`src/rtl/bch_dec_corr_buf_pkg.sv`:
```
// Shared definitions for the DEC BCH correction stage: status codes and helpers.
// Combinational helpers only; no state.
// No flow control of its own.
package bch_dec_corr_buf_pkg;

   // Widest data word the helpers below accept; narrower words are zero-extended.
   localparam int PK_MAX_W = 64;

   // Per-word outcome carried alongside the corrected data.
   typedef enum logic [1:0] {
      ST_CLEAN = 2'b00,
      ST_CORR1 = 2'b01,
      ST_CORR2 = 2'b10,
      ST_UNC   = 2'b11
   } st_t;

   // Bits needed to hold values 0..n-1 (at least 1).
   function automatic int fn_width(input int n);
      int w;
      w = 1;
      while ((1 << w) < n) w = w + 1;
      return w;
   endfunction

   // Number of set bits, clamped to 3: only 0, 1, 2 and "more" matter for a DEC code.
   function automatic logic [1:0] fn_popcnt2(input logic [PK_MAX_W-1:0] v);
      logic [1:0] c;
      c = 2'd0;
      for (int i = 0; i < PK_MAX_W; i++) begin
         if (v[i] && (c != 2'd3)) c = c + 2'd1;
      end
      return c;
   endfunction

endpackage

```
`src/rtl/bch_dec_corr_buf_classify.sv`:
```
// Applies the decoder's error mask and classifies the word (clean/1-bit/2-bit/uncorrectable).
// Purely combinational, zero latency.
// No backpressure; the caller decides when the result is consumed.
module bch_corr_classify
   import bch_dec_corr_buf_pkg::*;
#(
   parameter int P_D_WIDTH = 32
) (
   input  logic [P_D_WIDTH-1:0] d_i,
   input  logic [P_D_WIDTH-1:0] msk_i,
   input  logic                 err_det_i,
   output logic [P_D_WIDTH-1:0] d_o,
   output st_t                  st_o
);

   logic [1:0] w;

   assign w = fn_popcnt2(PK_MAX_W'(msk_i));

   // A mask of weight 1 or 2 is trusted; any other weight with a non-zero syndrome
   // means the decoder could not locate the errors, so the raw word passes through.
   always_comb begin
      d_o  = d_i;
      st_o = ST_CLEAN;
      if (err_det_i) begin
         case (w)
            2'd1: begin
               d_o  = d_i ^ msk_i;
               st_o = ST_CORR1;
            end
            2'd2: begin
               d_o  = d_i ^ msk_i;
               st_o = ST_CORR2;
            end
            default: st_o = ST_UNC;
         endcase
      end
   end

endmodule

```
`src/rtl/bch_dec_corr_buf.sv`:
```
// Corrects/classifies decoder output words, buffers them in a 2-entry FIFO, counts errors.
// One cycle from accepted input to vld_o; full throughput with rdy_i held high.
// rdy_o drops when both entries are occupied; it is a register decode, not a path from rdy_i.
module bch_dec_corr_buf
   import bch_dec_corr_buf_pkg::*;
#(
   parameter int P_D_WIDTH   = 32,
   parameter int P_CNT_WIDTH = 16
) (
   input  logic                   clk_i,
   input  logic                   rst_n_i,
   input  logic                   vld_i,
   output logic                   rdy_o,
   input  logic [P_D_WIDTH-1:0]   d_i,
   input  logic [P_D_WIDTH-1:0]   msk_i,
   input  logic                   err_det_i,
   output logic                   vld_o,
   input  logic                   rdy_i,
   output logic [P_D_WIDTH-1:0]   d_o,
   output logic [1:0]             err_st_o,
   input  logic                   clr_cnt_i,
   output logic [P_CNT_WIDTH-1:0] cnt_corr_o,
   output logic [P_CNT_WIDTH-1:0] cnt_unc_o
);

   logic [P_D_WIDTH-1:0] cls_d;
   st_t                  cls_st;

   logic [P_D_WIDTH-1:0] mem_d  [2];
   st_t                  mem_st [2];
   logic                 wr_ptr;
   logic                 rd_ptr;
   logic [1:0]           cnt;
   logic                 push;
   logic                 pop;

   bch_corr_classify #(
      .P_D_WIDTH (P_D_WIDTH)
   ) u_classify (
      .d_i       (d_i),
      .msk_i     (msk_i),
      .err_det_i (err_det_i),
      .d_o       (cls_d),
      .st_o      (cls_st)
   );

   assign rdy_o    = (cnt != 2'd2);
   assign vld_o    = (cnt != 2'd0);
   assign push     = vld_i & rdy_o;
   assign pop      = vld_o & rdy_i;
   assign d_o      = mem_d[rd_ptr];
   assign err_st_o = mem_st[rd_ptr];

   // FIFO storage, pointers and occupancy; 1-bit pointers wrap on their own.
   always_ff @(posedge clk_i or negedge rst_n_i) begin
      if (!rst_n_i) begin
         for (int i = 0; i < 2; i++) begin
            mem_d[i]  <= '0;
            mem_st[i] <= ST_CLEAN;
         end
         wr_ptr <= 1'b0;
         rd_ptr <= 1'b0;
         cnt    <= 2'd0;
      end else begin
         if (push) begin
            mem_d[wr_ptr]  <= cls_d;
            mem_st[wr_ptr] <= cls_st;
            wr_ptr         <= ~wr_ptr;
         end
         if (pop) rd_ptr <= ~rd_ptr;
         if (push && !pop)      cnt <= cnt + 2'd1;
         else if (pop && !push) cnt <= cnt - 2'd1;
      end
   end

   // Saturating statistics, counted at acceptance; clear wins over a same-cycle increment.
   always_ff @(posedge clk_i or negedge rst_n_i) begin
      if (!rst_n_i) begin
         cnt_corr_o <= '0;
         cnt_unc_o  <= '0;
      end else if (clr_cnt_i) begin
         cnt_corr_o <= '0;
         cnt_unc_o  <= '0;
      end else if (push) begin
         if ((cls_st == ST_CORR1 || cls_st == ST_CORR2) && (cnt_corr_o != '1))
            cnt_corr_o <= cnt_corr_o + P_CNT_WIDTH'(1);
         if ((cls_st == ST_UNC) && (cnt_unc_o != '1))
            cnt_unc_o <= cnt_unc_o + P_CNT_WIDTH'(1);
      end
   end

endmodule

```
`config.mk`:
```
export PLATFORM = sky130hd
export DESIGN_NAME = bch_dec_corr_buf
export DESIGN_NICKNAME = d
export VERILOG_FILES = /design/src/rtl/bch_dec_corr_buf_pkg.sv /design/src/rtl/bch_dec_corr_buf_classify.sv /design/src/rtl/bch_dec_corr_buf.sv
export SDC_FILE = /design/constraint.sdc
export NUM_CORES = 1
export LEC_CHECK = 0
export ABC_AREA = 1
export BUFFER_PORTS_ARGS = -buffer_cell sky130_fd_sc_hd__buf_2
export CAP_MARGIN = 10
export CORE_MARGIN = 3
export CORE_UTILIZATION = 55
export CTS_BUF_LIST = sky130_fd_sc_hd__clkbuf_4 sky130_fd_sc_hd__clkbuf_8
export CTS_CLUSTER_DIAMETER = 200
export DETAILED_ROUTE_END_ITERATION = 8
export PLACE_DENSITY_LB_ADDON = 0.1
export SLEW_MARGIN = 15
export SYNTH_ARGS = -nofsm -noshare
export SYNTH_HDL_FRONTEND = slang
export SYNTH_SLANG_ARGS = --single-unit
```
`constraint.sdc`:
```
create_clock -name clk_i -period 2.9 [get_ports clk_i]
set_input_delay 0.145 -clock clk_i [delete_from_list [all_inputs] [get_ports clk_i]]
set_output_delay 0.145 -clock clk_i [all_outputs]
set_load 0.02 [all_outputs]
```
==> impl_metrics.py, run 1 <==
metrics = {
    "outcome": {
        "outcome": "aborted with a tool error",
        "stop_stage": "4_1_cts",
        "firstError": "[ERROR DPL-0033] detailed placement checks failed during check placement.",
    },
    "place": {
        "hpwl_um": 15280,
        "routabilityCongestion": 0.8321,
        "numPortBuffers": 137,
    },
    "synthesis": {
        "syn_area_um2": 7146,
        "syn-instance-count": 942,
        "synth_cell_types": 36,
        "synth_top_area_cell": "dfrtp_1",
        "synth_top_area_share_pct": 36.42,
        "synth_seq_cells": 104,
        "syn_avg_cell_area_um2": 7.586,
        "ys_top_cells_by_area": "dfrtp_1, nand2_1, ha_1",
        "yosys_warnings": 0,
        "yosysSeqAreaShare_pct": 36.42,
        "syn_nets": 1049,
    },
    "floorplanning": {
        "rows": 41,
        "start_util_pct": 56.39,
        "die_h_um": 120.0,
        "die_x_um": 120.0,
        "num_io_pins": 138,
    },
    "cts": {
        "root_buffer": "clkbuf_8",
        "cts_setup_buffers": 93,
        "cts_buffers": 9,
        "clk_path_buf_depth": 2,
        "ctsResizeCount": 153,
        "hold_buffers": 1,
        "clock-sinks": 104,
        "h-tree-depth": 3,
    },
}
logic make-up after synthesis:
kind of cell | after synthesis | share of synthesized area [%]
buffers and inverters | 164 | 8.615
AOI/OAI and AO/OA | 114 | 8.370
xor gates and xnor gates | 37 | 4.535
DFF | 104 | 36.42
and+or+nand+nor | 451 | 30.08
adders and majority gates | 37 | 6.479
muxes | 35 | 5.498
through the flow:
stage | setup TNS (ns) | cell area (µm²) | std cells | hold WS, ns | setup WS [ns]
3_5_place_dp | -1581.24 | 10700 | 1436 | 0.2257 | -16.19
3_3_place_gp | -1522.32 | 10700 | 1436 | 0.2239 | -15.58
2_1_floorplan | -1491.03 | 8315 | 942 | -0.1506 | -15.37
synth_stat cells:
cell type  count
a211oi_1       2
a21oi_1       18
a221oi_1       2
a22oi_1        1
a31oi_1        5
and2_1         4
and3_1         1
clkbuf_1      24
clkinv_1       2
dfrtp_1      104
ha_1          37
inv_1        112
inv_2         26
mux2_2        34
mux2i_1        1
nand2_1      222
nand2_2       10
nand2_4        2
nand3_1       90
nand3_2       28
nand4_1        4
nor2_1        51
nor2_2         8
nor2_4         2
nor2_8         1
nor3_1        13
nor3b_1        1
nor4_1         1
o21ai_0       78
o21ai_1        7
o221a_1        1
or2_0          1
or2_1          1
or2_2         11
xnor2_1       34
xor2_1         3
==> inputs of run 2 (changes only) <==
- CORE_UTILIZATION: 55 -> 40
- CTS_BUF_LIST: sky130_fd_sc_hd__clkbuf_4 sky130_fd_sc_hd__clkbuf_8 -> not set
- CTS_CLUSTER_DIAMETER: 200 -> not set
- PLACE_DENSITY_LB_ADDON: 0.1 -> 0.15
==> run 2 against run 1 <==
Net effect:
- the flow now finishes, with violations (negative setup slack)
- synthesized cell count stayed put
- synthesized area stayed put
==> impl_metrics.py, run 2 <==
metrics = {
    "worst_setup_path": {
        "cp.arrival_ns": 18.71,
        "critPathKind": "in -> reg",
        "required_ns": 3.19,
        "cpMaxStageDelayCell": "or2_4",
        "reg2reg_depth": 18,
        "cpPeakStageDelay_ns": 0.25,
        "cp-end-kind": "flip-flop",
        "crit_fanout": 4,
        "cpMostUsedCell": "ha_4",
        "startpoint_type": "primary input",
    },
    "cts": {
        "clock-sinks": 104,
        "clk_pin_slew_worst_paths_ns": 0.08,
        "clk_latency_ns": 0.36,
        "cts_buffers": 9,
        "root_buffer": "clkbuf_16",
        "cts_tree": "built",
        "h-tree-depth": 3,
        "clk_path_buf_depth": 2,
    },
    "floorplanning": {
        "rows": 48,
        "die_h_um": 139.7,
        "die_x_um": 139.7,
        "start_util_pct": 41.03,
        "core_area_um2": 17420,
        "num_io_pins": 138,
        "dieArea_um2": 19500,
    },
    "grt": {
        "grt.total_usage_pct": 22.56,
        "grt_max_degree": 70,
        "antenna_found_initial": 0,
        "grt_pass1_wl_um": 36960,
        "grt_pass1_vias": 8082,
        "gr-total-overflow": 0,
    },
    "layout": {
        "syn_to_final_growth_pct": 82.96,
        "layout_commonest_cell": "buf_4",
        "final_area_um2": 13070,
        "regMostFlops": "mem_d",
        "diodes": 0,
        "final_cell_mix": "buf_4, buf_2, nand2_1, dfrtp_1, inv_1",
        "layout.nets": 1485,
        "drive_above_1_share_pct": 63.63,
        "fin_util_pct": 75.06,
        "largest_reg_flops": 64,
        "largestRegisters": "mem_d x64, cnt_corr_o x16, cnt_unc_o x16",
    },
    "drt": {
        "ant_nets": 0,
        "dr.pass1.iters": 4,
        "drtIter0Drc": 318,
        "wl_um": 22660,
        "drc": 0,
        "routed_via_density": 4.907,
        "vias": 7891,
        "post_drt_wl_per_cell_um": 14.09,
    },
    "synthesis": {
        "synthMuxAreaShare_pct": 5.498,
        "yosysMostFrequentCell": "nand2_1",
        "synth_top_area_share_pct": 36.42,
        "synth_top_family_by_area": "simple AND/OR/NAND/NOR gates",
        "synth-adder-area-share_pct": 6.479,
        "synth-simple-area-share_pct": 30.08,
        "syn_area_um2": 7146,
        "syn_avg_cell_area_um2": 7.586,
        "synth-xor-area-share_pct": 4.535,
        "yosys_warnings": 0,
        "synth_top_cells_by_count": "nand2_1, inv_1, dfrtp_1, nand3_1, o21ai_0",
        "synth-edff-count": 0,
        "syn-instance-count": 942,
        "ys_top_cells_by_area": "dfrtp_1, nand2_1, ha_1",
        "yosysSeqAreaShare_pct": 36.42,
        "synth_top_area_cell": "dfrtp_1",
        "synth_seq_cells": 104,
        "synth_compound_area_share_pct": 8.370,
        "syn_nets": 1049,
        "ys.flop_type": "dfrtp_1",
        "synth_cell_types": 36,
        "postSynth.asyncResetShare_pct": 100.0,
    },
    "sta": {
        "fin_setup_tns_ns": -1508.26,
        "period_share_pct": 635.0,
        "drv_slew": 0,
        "finalCriticalPeriod_ns": 18.42,
        "fin_ws_ns": -15.52,
        "hold_viol": 0,
        "clock_skew_ns": 0.005671,
        "slew_headroom_pct": 37.79,
        "worst_slew_pin_slew_ns": 0.9332,
        "setup_viol": 100,
        "fmax_mhz": 54.30,
        "rsz0062_at_grt": "yes",
    },
    "outcome": {
        "outcome": "finished, violations left",
        "failed_checks": "negative setup slack",
    },
    "place": {
        "routabilityCongestion": 0.7844,
        "dpl_cell_area_um2": 10750,
        "hpwl_um": 14290,
        "numPortBuffers": 137,
    },
    "job": {
        "drv_cap": 0,
    },
    "hold_path": {
        "hold_path_depth": 4,
        "hold_class": "in -> reg",
    },
}
run 2: cell counts after synthesis:
No cell type changed its count.
run 2: final timing paths:
check	start	end	slack [ns]
min in group asynchronous	rst_n_i	cnt_unc_o[6]$_DFFE_PN0P_	0.48
min reg2reg	cnt[0]$_DFFE_PN0P_	cnt[0]$_DFFE_PN0P_	0.50
min	d_i[3]	mem_d[35]$_DFFE_PN0P_	0.09
max reg2reg	cnt_unc_o[7]$_DFFE_PN0P_	cnt_unc_o[8]$_DFFE_PN0P_	0.35
max in group asynchronous	rst_n_i	mem_d[25]$_DFFE_PN0P_	1.50
max	msk_i[1]	cnt_unc_o[15]$_DFFE_PN0P_	-15.52
run 2: metrics by stage:
step	hold slack [ns]	std cells	setup WS, ns
finish	0.08946	1608	-15.52
global route	0.1002	1608	-16.64
CTS	0.08297	1582	-15.26
detailed placement	0.3437	1485	-16.13
global placement	0.3386	1485	-15.70
floorplan	-0.1506	942	-15.37
run 2: timing repair:
| action | 4_1_cts | 5_1_grt |
|---|---|---|
| resized for setup | 160 | 98 |
| cloned | 2 | 0 |
| setup endpoints to repair | 100 | 100 |
| buffers inserted | 82 | 30 |
| hold buffers | 1 | 0 |
| pin swaps | 68 | 56 |
| endpoints found under the hold margin | 67 | 0 |
run 2: layer usage:
layer | GRT usage (%) | part of all wire, % | up-vias
met5 | 0 | 0 | -
met4 | 5.966 | 1.0 | 0
met3 | 3.574 | 4.1 | 23
met2 | 40.51 | 53 | 174
met1 | 28.24 | 42 | 3768
li1 | - | - | 3926
run 2: logic make-up after synthesis:
family / after synthesis
AOI/OAI and AO/OA: 114
adders and majority gates: 37
buffers and inverters: 164
and+or+nand+nor: 451
xor gates and xnor gates: 37
DFF: 104
muxes: 35
run 2: final cells by class:
type	instances	area [µm²]
multi-input combinational	674	6065
clock inverter	6	58.81
inverter	140	560.5
timing repair buffer	449	3266
sequential	104	2604
clock buffer	10	239.0
tap	225	281.5
fill	1211	4343
run 2: critical path: cells and delay by family:
kind                     cells  cell delay [ns]
multiplexers                 1             0.22
buffers and inverters       45             3.31
AO/OA/AOI/OAI                5             0.35
AND/OR/NAND/NOR             87             9.65
adder cells (fa/ha/maj)     30             4.90
Power of run 2 is not shown: default switching activity piles up to over one toggle a cycle in this logic, so the estimate is an artifact.
==> inputs of run 3 (changes only) <==
--- a/constraint.sdc
+++ b/constraint.sdc
@@ -3,2 +3,2 @@
 set_output_delay 0.145 -clock clk_i [all_outputs]
-set_load 0.02 [all_outputs]
+set_load 0.05 [all_outputs]
==> run 3 against run 2 <==
Net effect:
- the flow still finishes with violations (negative setup slack)
- fmax is 1.5% lower
- non-clock buffer count stayed put
- sequential share of layout area is 0.26 points lower
- critical path depth is 2 higher
- wire length is 1.6% higher
- first-iteration DRC count is 22% higher
- count of clock-buffer cells in the layout is 1 higher
- final cell count stayed put
- highest routed layer unchanged
- sequential cell count stayed put
- critical endpoint is now cnt_corr_o[14]$_DFFE_PN0P_
- setup slack worse by 0.28 ns
==> impl_metrics.py, run 3 (synthesized netlist as in run 2, its figures left out) <==
metrics = {
    "outcome": {
        "outcome": "finished, violations left",
        "failed_checks": "negative setup slack",
    },
    "layout": {
        "drive_above_1_share_pct": 62.76,
        "diodes": 0,
        "seqCellArea_um2": 2604,
        "syn_to_final_growth_pct": 85.40,
        "multi_input_area_um2": 6207,
        "final_cell_mix": "buf_4, buf_2, nand2_1, dfrtp_1, inv_1",
        "regMostFlops": "mem_d",
        "layout.nets": 1485,
        "largest_reg_flops": 64,
        "fillers": 1212,
        "layout_commonest_cell": "buf_4",
        "largestRegisters": "mem_d x64, cnt_corr_o x16, cnt_unc_o x16",
    },
    "place": {
        "hpwl_um": 14510,
        "routabilityCongestion": 0.7965,
        "numPortBuffers": 137,
    },
    "drt": {
        "routed_via_density": 4.891,
        "ant_nets": 0,
        "dr.pass1.iters": 5,
        "vias": 7864,
        "drc": 0,
        "wl_um": 23020,
        "post_drt_wl_per_cell_um": 14.32,
        "drtIter0Drc": 388,
    },
    "grt": {
        "grt_pass1_vias": 7838,
        "grt_use_met1_pct": 29.08,
        "grt_pass1_wl_um": 36340,
        "antenna_found_initial": 0,
        "grt-busiest-layer": "met2",
        "gr-total-overflow": 0,
        "grtUsageMet3_pct": 2.440,
        "grt.total_usage_pct": 22.15,
        "grt_max_degree": 49,
        "use_met2_pct": 39.16,
    },
    "worst_setup_path": {
        "critPathKind": "in -> reg",
        "required_ns": 3.14,
        "cp-end-kind": "flip-flop",
        "reg2reg_depth": 17,
        "cpMaxStageDelayCell": "or2_4",
        "cp.arrival_ns": 18.93,
        "crit_fanout": 4,
        "reg2reg_slack_ns": 0.51,
        "startpoint_type": "primary input",
        "r2r_start": "cnt_unc_o[7]$_DFFE_PN0P_",
        "cpPeakStageDelay_ns": 0.25,
        "cpMostUsedCell": "ha_4",
        "rr_endpoint": "cnt_unc_o[8]$_DFFE_PN0P_",
    },
    "floorplanning": {
        "die_x_um": 139.7,
        "dieArea_um2": 19500,
        "start_util_pct": 41.03,
        "die_h_um": 139.7,
        "rows": 48,
        "num_io_pins": 138,
        "core_area_um2": 17420,
    },
    "hold_path": {
        "hold_path_depth": 4,
        "hold_end": "mem_d[62]$_DFFE_PN0P_",
        "hold_class": "in -> reg",
        "min_from": "d_i[30]",
    },
    "sta": {
        "period_share_pct": 644.6,
        "clock_skew_ns": 0.009839,
        "fmax_mhz": 53.50,
        "finalCriticalPeriod_ns": 18.69,
        "setup_viol": 100,
        "drv_slew": 0,
        "slew_headroom_pct": 50.04,
        "rsz0062_at_grt": "yes",
        "worst_slew_pin_slew_ns": 0.7495,
        "hold_viol": 0,
        "worst_hold_slack_ns": 0.1068,
        "fin_ws_ns": -15.79,
    },
    "cts": {
        "cts_tree": "built",
        "clk_pin_slew_worst_paths_ns": 0.07,
        "clk_latency_ns": 0.35,
        "root_buffer": "clkbuf_16",
        "clock-sinks": 104,
        "h-tree-depth": 3,
        "cts_buffers": 9,
        "clk_path_buf_depth": 2,
    },
    "job": {
        "drv_cap": 0,
    },
}
## run 3: cell types whose count changed in the layout (fill, tap and decap cells not counted), sizes merged
cell / previous run / this run
inv: 142 / 140
bufinv: 0 / 1
clkbuf: 10 / 11
## run 3: worst max-delay path by stage
stage,startpoint,end,slack [ns],cells after the start
2_1_floorplan,msk_i[0],cnt_unc_o[15]$_DFFE_PN0P_,-15.39,171
3_3_place_gp,msk_i[0],cnt_unc_o[15]$_DFFE_PN0P_,-15.80,171
3_5_place_dp,msk_i[0],cnt_unc_o[15]$_DFFE_PN0P_,-16.19,172
4_1_cts,msk_i[1],cnt_corr_o[14]$_DFFE_PN0P_,-15.47,172
5_1_grt,msk_i[0],cnt_corr_o[14]$_DFFE_PN0P_,-16.81,172
6_report,msk_i[0],cnt_corr_o[14]$_DFFE_PN0P_,-15.79,170
## run 3: per-stage QoR
step / std cells / util [%] / cell area, µm² / setup WS (ns) / TNS, ns
5_1_grt: 1608 / 76.06 / 13250 / -16.81 / -1642.77
4_1_cts: 1583 / 71.68 / 12480 / -15.47 / -1517.15
6_report: 1608 / 76.06 / 13250 / -15.79 / -1543.28
3_3_place_gp: 1493 / 62.03 / 10800 / -15.80 / -1541.76
3_5_place_dp: 1493 / 62.03 / 10800 / -16.19 / -1579.60
2_1_floorplan: 942 / - / 8323 / -15.39 / -1491.41
## run 3: worst max-delay path: cells and delay by family
| kind | cells | cell delay, ns |
|---|---|---|
| and+or+nand+nor | 92 | 10.27 |
| adders and majority gates | 32 | 5.27 |
| AOI/OAI and AO/OA | 4 | 0.30 |
| muxes | 1 | 0.22 |
| buffers and inverters | 41 | 2.69 |
## run 3: metal layers
layer	vias to the layer above	share of wire [%]
li1	3928	-
met1	3741	44
met2	156	51
met3	39	3.5
met4	0	2.2
met5	-	0
## run 3: final cells by class
| cell class | count | area share, % |
|---|---|---|
| Clock buffer | 11 | 1.832 |
| Multi-Input combinational cell | 674 | 46.85 |
| Clock inverter | 5 | 0.4250 |
| Sequential cell | 104 | 19.65 |
| Timing Repair Buffer | 449 | 24.83 |
| Tap cell | 225 | 2.125 |
| Inverter | 140 | 4.278 |
## run 3: repair_timing
action | in CTS | in global routing
hold buffers | 1 | 0
endpoints found under the hold margin | 45 | 0
gates resized for setup | 150 | 118
buffers inserted | 72 | 33
gates cloned | 4 | 0
endpoints found under the setup margin | 100 | 100
pin swaps | 86 | 94
Power of run 3 is left out for the same reason.
